==> config.mk <==
export PLATFORM = sky130hd
export DESIGN_NAME = seq_shift_add_multiplier
export DESIGN_NICKNAME = d
export VERILOG_FILES = /design/src/rtl/seq_shift_add_multiplier.sv
export SDC_FILE = /design/constraint.sdc
export NUM_CORES = 1
export LEC_CHECK = 0
export BUFFER_PORTS_ARGS = -buffer_cell sky130_fd_sc_hd__buf_4
export CAP_MARGIN = 15
export CORE_MARGIN = 2
export CORE_UTILIZATION = 55
export DETAILED_ROUTE_END_ITERATION = 6
export PLACE_DENSITY = 0.83
export SYNTH_ARGS = -nofsm -noshare
export SYNTH_HDL_FRONTEND = slang
export SYNTH_SLANG_ARGS = --single-unit
==> constraint.sdc <==
create_clock -name clk -period 7.92 [get_ports clk]
set_input_delay 0 -clock clk [delete_from_list [all_inputs] [get_ports clk]]
set_output_delay 0 -clock clk [all_outputs]
set_load 0.005 [all_outputs]
==> src/rtl/seq_shift_add_multiplier.sv <==
// Unsigned 16x16 sequential shift-and-add multiplier (one iteration per clock)
// together with the 16-bit carry-lookahead adder that forms each partial sum.

// 16-bit carry-lookahead adder: four 4-bit lookahead groups joined by a
// second-level lookahead over the group generate/propagate terms.
module carry_la_adder (
    input  logic [15:0] a,
    input  logic [15:0] b,
    input  logic        c_in,
    output logic [15:0] out,
    output logic        c_out
);

    logic [15:0] w_g;
    logic [15:0] w_p;
    logic [15:0] w_c;
    logic [3:0]  w_gg;
    logic [3:0]  w_gp;
    logic [3:0]  w_gc;

    // Bit and group generate/propagate, group carries, then in-group carries.
    always_comb begin
        w_g   = a & b;
        w_p   = a ^ b;
        w_gg  = '0;
        w_gp  = '0;
        w_gc  = '0;
        w_c   = '0;
        c_out = 1'b0;

        for (int grp = 0; grp < 4; grp++) begin
            w_gg[grp] = w_g[4*grp+3]
                      | (w_p[4*grp+3] & w_g[4*grp+2])
                      | (w_p[4*grp+3] & w_p[4*grp+2] & w_g[4*grp+1])
                      | (w_p[4*grp+3] & w_p[4*grp+2] & w_p[4*grp+1] & w_g[4*grp]);
            w_gp[grp] = w_p[4*grp+3] & w_p[4*grp+2] & w_p[4*grp+1] & w_p[4*grp];
        end

        w_gc[0] = c_in;
        w_gc[1] = w_gg[0] | (w_gp[0] & c_in);
        w_gc[2] = w_gg[1] | (w_gp[1] & w_gg[0]) | (w_gp[1] & w_gp[0] & c_in);
        w_gc[3] = w_gg[2] | (w_gp[2] & w_gg[1]) | (w_gp[2] & w_gp[1] & w_gg[0])
                | (w_gp[2] & w_gp[1] & w_gp[0] & c_in);
        c_out   = w_gg[3] | (w_gp[3] & w_gg[2]) | (w_gp[3] & w_gp[2] & w_gg[1])
                | (w_gp[3] & w_gp[2] & w_gp[1] & w_gg[0])
                | (w_gp[3] & w_gp[2] & w_gp[1] & w_gp[0] & c_in);

        for (int grp = 0; grp < 4; grp++) begin
            w_c[4*grp]   = w_gc[grp];
            w_c[4*grp+1] = w_g[4*grp] | (w_p[4*grp] & w_gc[grp]);
            w_c[4*grp+2] = w_g[4*grp+1] | (w_p[4*grp+1] & w_g[4*grp])
                         | (w_p[4*grp+1] & w_p[4*grp] & w_gc[grp]);
            w_c[4*grp+3] = w_g[4*grp+2] | (w_p[4*grp+2] & w_g[4*grp+1])
                         | (w_p[4*grp+2] & w_p[4*grp+1] & w_g[4*grp])
                         | (w_p[4*grp+2] & w_p[4*grp+1] & w_p[4*grp] & w_gc[grp]);
        end

        out = w_p ^ w_c;
    end

endmodule

module seq_shift_add_multiplier (
    input  logic        clk,
    input  logic        rst_n,
    input  logic        start,
    input  logic [15:0] a,
    input  logic [15:0] b,
    output logic        busy,
    output logic        done,
    output logic [31:0] product
);

    typedef enum logic [1:0] {StIdle, StCalc, StDone} state_e;

    state_e      r_state;
    state_e      w_state_d;
    logic        w_load;
    logic        w_iter;
    logic        w_last;

    logic [15:0] r_mcand;
    logic [15:0] r_acc_hi;
    logic [15:0] r_acc_lo;
    logic [4:0]  r_cnt;
    logic        r_busy;
    logic        r_done;
    logic [31:0] r_product;

    logic [15:0] w_addend;
    logic [15:0] w_sum;
    logic        w_c_out;
    logic [15:0] w_acc_hi_nxt;
    logic [15:0] w_acc_lo_nxt;

    // Partial sum of the upper accumulator and the gated multiplicand.
    assign w_addend = r_acc_lo[0] ? r_mcand : 16'h0000;

    carry_la_adder u_adder (
        .a     (r_acc_hi),
        .b     (w_addend),
        .c_in  (1'b0),
        .out   (w_sum),
        .c_out (w_c_out)
    );

    // 33-bit {carry, sum, acc_lo} shifted right by one; the carry never drops out.
    assign w_acc_hi_nxt = {w_c_out, w_sum[15:1]};
    assign w_acc_lo_nxt = {w_sum[0], r_acc_lo[15:1]};

    // Next-state and control decode; start is only looked at in idle/done.
    always_comb begin
        w_state_d = r_state;
        w_load    = 1'b0;
        w_iter    = 1'b0;
        w_last    = 1'b0;
        case (r_state)
            StIdle: begin
                if (start) begin
                    w_load    = 1'b1;
                    w_state_d = StCalc;
                end
            end
            StCalc: begin
                w_iter = 1'b1;
                if (r_cnt == 5'd15) begin
                    w_last    = 1'b1;
                    w_state_d = StDone;
                end
            end
            StDone: begin
                if (start) begin
                    w_load    = 1'b1;
                    w_state_d = StCalc;
                end else begin
                    w_state_d = StIdle;
                end
            end
            default: w_state_d = StIdle;
        endcase
    end

    // State register plus registered busy/done flags.
    always_ff @(posedge clk or negedge rst_n) begin
        if (!rst_n) begin
            r_state <= StIdle;
            r_busy  <= 1'b0;
            r_done  <= 1'b0;
        end else begin
            r_state <= w_state_d;
            r_busy  <= (w_state_d == StCalc);
            r_done  <= w_last;
        end
    end

    // Operand capture, iteration datapath and result register.
    always_ff @(posedge clk or negedge rst_n) begin
        if (!rst_n) begin
            r_mcand   <= '0;
            r_acc_hi  <= '0;
            r_acc_lo  <= '0;
            r_cnt     <= '0;
            r_product <= '0;
        end else begin
            if (w_load) begin
                r_mcand  <= a;
                r_acc_hi <= '0;
                r_acc_lo <= b;
                r_cnt    <= '0;
            end else if (w_iter) begin
                r_acc_hi <= w_acc_hi_nxt;
                r_acc_lo <= w_acc_lo_nxt;
                r_cnt    <= r_cnt + 5'd1;
            end
            if (w_last) begin
                r_product <= {w_acc_hi_nxt, w_acc_lo_nxt};
            end
        end
    end

    assign busy    = r_busy;
    assign done    = r_done;
    assign product = r_product;

endmodule

==> run_results.csv <==
group,metric,value,unit
status,status,"completed",
global_routing,grt_pass1_vias,3407,
drt,top_layer,"met4",
drt,wl_met3,533,um
critical_path,cp_max_fo,17,
synth,synthFlopType,"dfrtp_1",
critical_path,critPathCaptureType,"flip-flop",
timing,slew_headroom,32.54,%
power_and_ir_drop,powerDensity,394.1,mW/mm^2
drt,wire_per_inst,15.57,um
synth,netlist-cell-type-count,42,
clock_network,clockBufferDepth,2,
clock_network,cts-hold-fix-buffers,33,
global_routing,gr-usage-all-layers,24.77,%
critical_path,required,8.17,ns
floorplanning,die_area,0.008286,sq mm
timing,finalSetupViolCount,0,
power_and_ir_drop,ir_drop,0.1692,mV
synth,synth_warnings,0,
synth,synth.area.top_cells,"dfrtp_1 (53%), nand2_1 (10%), ha_1 (5.4%)",
synth,synth_common_cells,"nand2_1 (114), dfrtp_1 (89), o21ai_0 (32)",
synth,yosysMostFrequentCell,"nand2_1",
synth,syn_nets,476,
placed_design,gp_congestion,0.8555,
critical_path,reg2reg_setup_slack,4.97,ns
synth,synth-seq-cells,89,
hold_path,min_path_type,"in -> async",
layout,n_antenna_cell,0,
floorplanning,core,0.007292,sq mm
clock_network,insertion_delay,0.37,ns
timing,skew,0.01124,ns
clock_network,htree_levels,3,
drt,drtAntennaViolNets,0,
floorplanning,pin_count,69,
synth,async_flop_share,100.0,%
floorplanning,die_h,91.03,um
synth,synth_top_cell_area_share,53.47,%
synth,synth_edf_count,0,
floorplanning,rows,31,
layout,fillers,518,
critical_path,r2r_end,"product[23]",
timing,max_slew.worst_pin.slew,1.012,ns
global_routing,overflow,0,
drt,drcViolationCount,0,
clock_network,clk_pin_slew,0.10,ns
layout,area_growth,28.24,%
drt,drt_iter0_markers,236,
placed_design,port_buffers,68,
drt,wl_met1,4160,um
layout,final_nets,573,
drt,wl,9655,um
clock_network,cts_resized,0,
synth,syn-cell-area,0.004165,sq mm
critical_path,crit_type,"reg -> reg",
timing,fin_crit,2.953,ns
placed_design,dp_cells,569,
layout,seq_area,0.002227,sq mm
layout,post-route-util,73.25,%
global_routing,grt_pass1_wl,16220,um
timing,rsz0062_at_grt,"no",
layout,final_cells,620,
global_routing,grt_max_degree,90,
timing,hold_viol,0,
synth,yosysSeqAreaShare,53.47,%
drt,wl_met2,4664,um
synth,synth_cells,419,
drt,dr.pass1.iters,5,
timing,drv_slew,0,
synth,syn_avg_cell_area,9.941,sq um
timing,fin_setup_tns,0,ns
critical_path,r2r-start,"r_acc_lo[0]",
floorplanning,die_w,91.03,um
timing,max_freq,338.6,MHz
power_and_ir_drop,leakage,2.584,nW
timing,period_share,37.28,%
flow_run,drv_cap,0,
layout,multi_input_area,0.001824,sq mm
clock_network,cts_sinks,89,
drt,vias,3409,
clock_network,cts-root-buf,"clkbuf_8",
synth,yosys.area.top_type,"dfrtp_1",
critical_path,startpoint_type,"flip-flop",
clock_network,cts_buffers,9,
clock_network,cts_tree,"done",
drt,via_per_inst,5.498,
clock_network,cts_setup_buffers,0,
critical_path,arrival,3.20,ns
floorplanning,initial_utilization,57.12,%
layout,drive_gt1_share,22.65,%
global_routing,antenna_found_initial,0,
critical_path,reg2regPathDepth,8,
critical_path,crit_start,"r_acc_lo[0]",
placed_design,place_hpwl,5912,um
-- through the flow --
step | instance area (sq um) | power (mW) | setup slack (ns) | hold WS (ns)
global placement | 4750 | 1.685 | 5.066 | 0.1918
detailed placement | 4750 | 1.736 | 4.987 | 0.1940
CTS | 5286 | 2.078 | 4.984 | 0.2137
global route | 5341 | 2.271 | 4.798 | 0.1267
floorplan | 4165 | 1.406 | 5.215 | -0.2956
finish | 5341 | 2.105 | 4.967 | 0.1007
-- worst max path at each step --
| stage | to | slack [ns] | cells after the start |
|---|---|---|---|
| CTS | product[23] | 4.98 | 8 |
| finish | product[23] | 4.97 | 8 |
| global route | product[23] | 4.80 | 8 |
| detailed placement | product[23] | 4.99 | 8 |
| floorplan | product[23] | 5.21 | 10 |
| global placement | product[23] | 5.07 | 8 |
-- worst max-delay path, stage by stage, from the launching register on --
cell     delay (ns)
dfrtp_1        0.55
and2_1         0.23
ha_1           0.33
a21oi_1        0.28
o22ai_2        0.19
o31a_1         0.28
or2_2          0.28
fa_1           0.45
mux2_2         0.27
-- placed cells by master (no fill, tap or decap), drive strengths merged, types with 2 or more instances in the layout --
cell type,synthesis,layout
nand4,2,2
clkinv,0,2
o21ai,36,36
and2,15,15
nand3,7,7
a22o,4,4
mux2,19,19
a211oi,2,2
a21oi,8,8
dfrtp,89,89
o31ai,2,2
fa,4,4
buf,6,74
a31oi,15,15
or3,2,2
xnor2,8,8
nand2b,2,2
ha,18,18
clkbuf,15,12
nor2b,3,3
nor4,2,2
inv,9,9
dlygate4sd3,0,33
nor2,23,23
nand2,114,114
or2,2,2
-- logic make-up (layout without fill, tap and decap cells) --
group                      Yosys count  in the layout  synth area share, %
xor gates and xnor gates             9              9                1.893
DFF                                 89             89                53.47
and+or+nand+nor                    176            176                18.47
buffers and inverters               30            132                2.853
AOI/OAI and AO/OA                   74             74                10.84
muxes                               19             19                5.137
adders and majority gates           22             22                7.330
-- final cells by class --
class | instances | area share (%)
clock inverter | 4 | 0.9604
timing repair buffer | 107 | 17.33
inverter | 9 | 0.6325
clock buffer | 12 | 2.905
sequential | 89 | 41.70
tap | 99 | 2.319
multi-input combinational | 300 | 34.15
-- per-layer routing --
metal / GRT usage (%) / vias up
met5: 0 / -
met4: 9.848 / 0
met3: 5.394 / 28
met2: 39.81 / 118
met1: 32.96 / 1658
li1: - / 1605
-- sequential cells by signal, summed over array words and instances, names as in the netlist --
register and flops:
r_acc_hi 16, busy 1, product 32, r_acc_lo 16, r_state 2, r_cnt 5, r_mcand 16, done 1
-- power by group --
group	internal (mW)	leakage (nW)	total (mW)	switching [mW]
combinational	0.460	1.41	0.942	0.482
clock	0.163	0.103	0.326	0.163
sequential	0.680	1.07	0.837	0.157
total	1.30	2.58	2.10	0.801
Power figures use the tool's default switching activity.
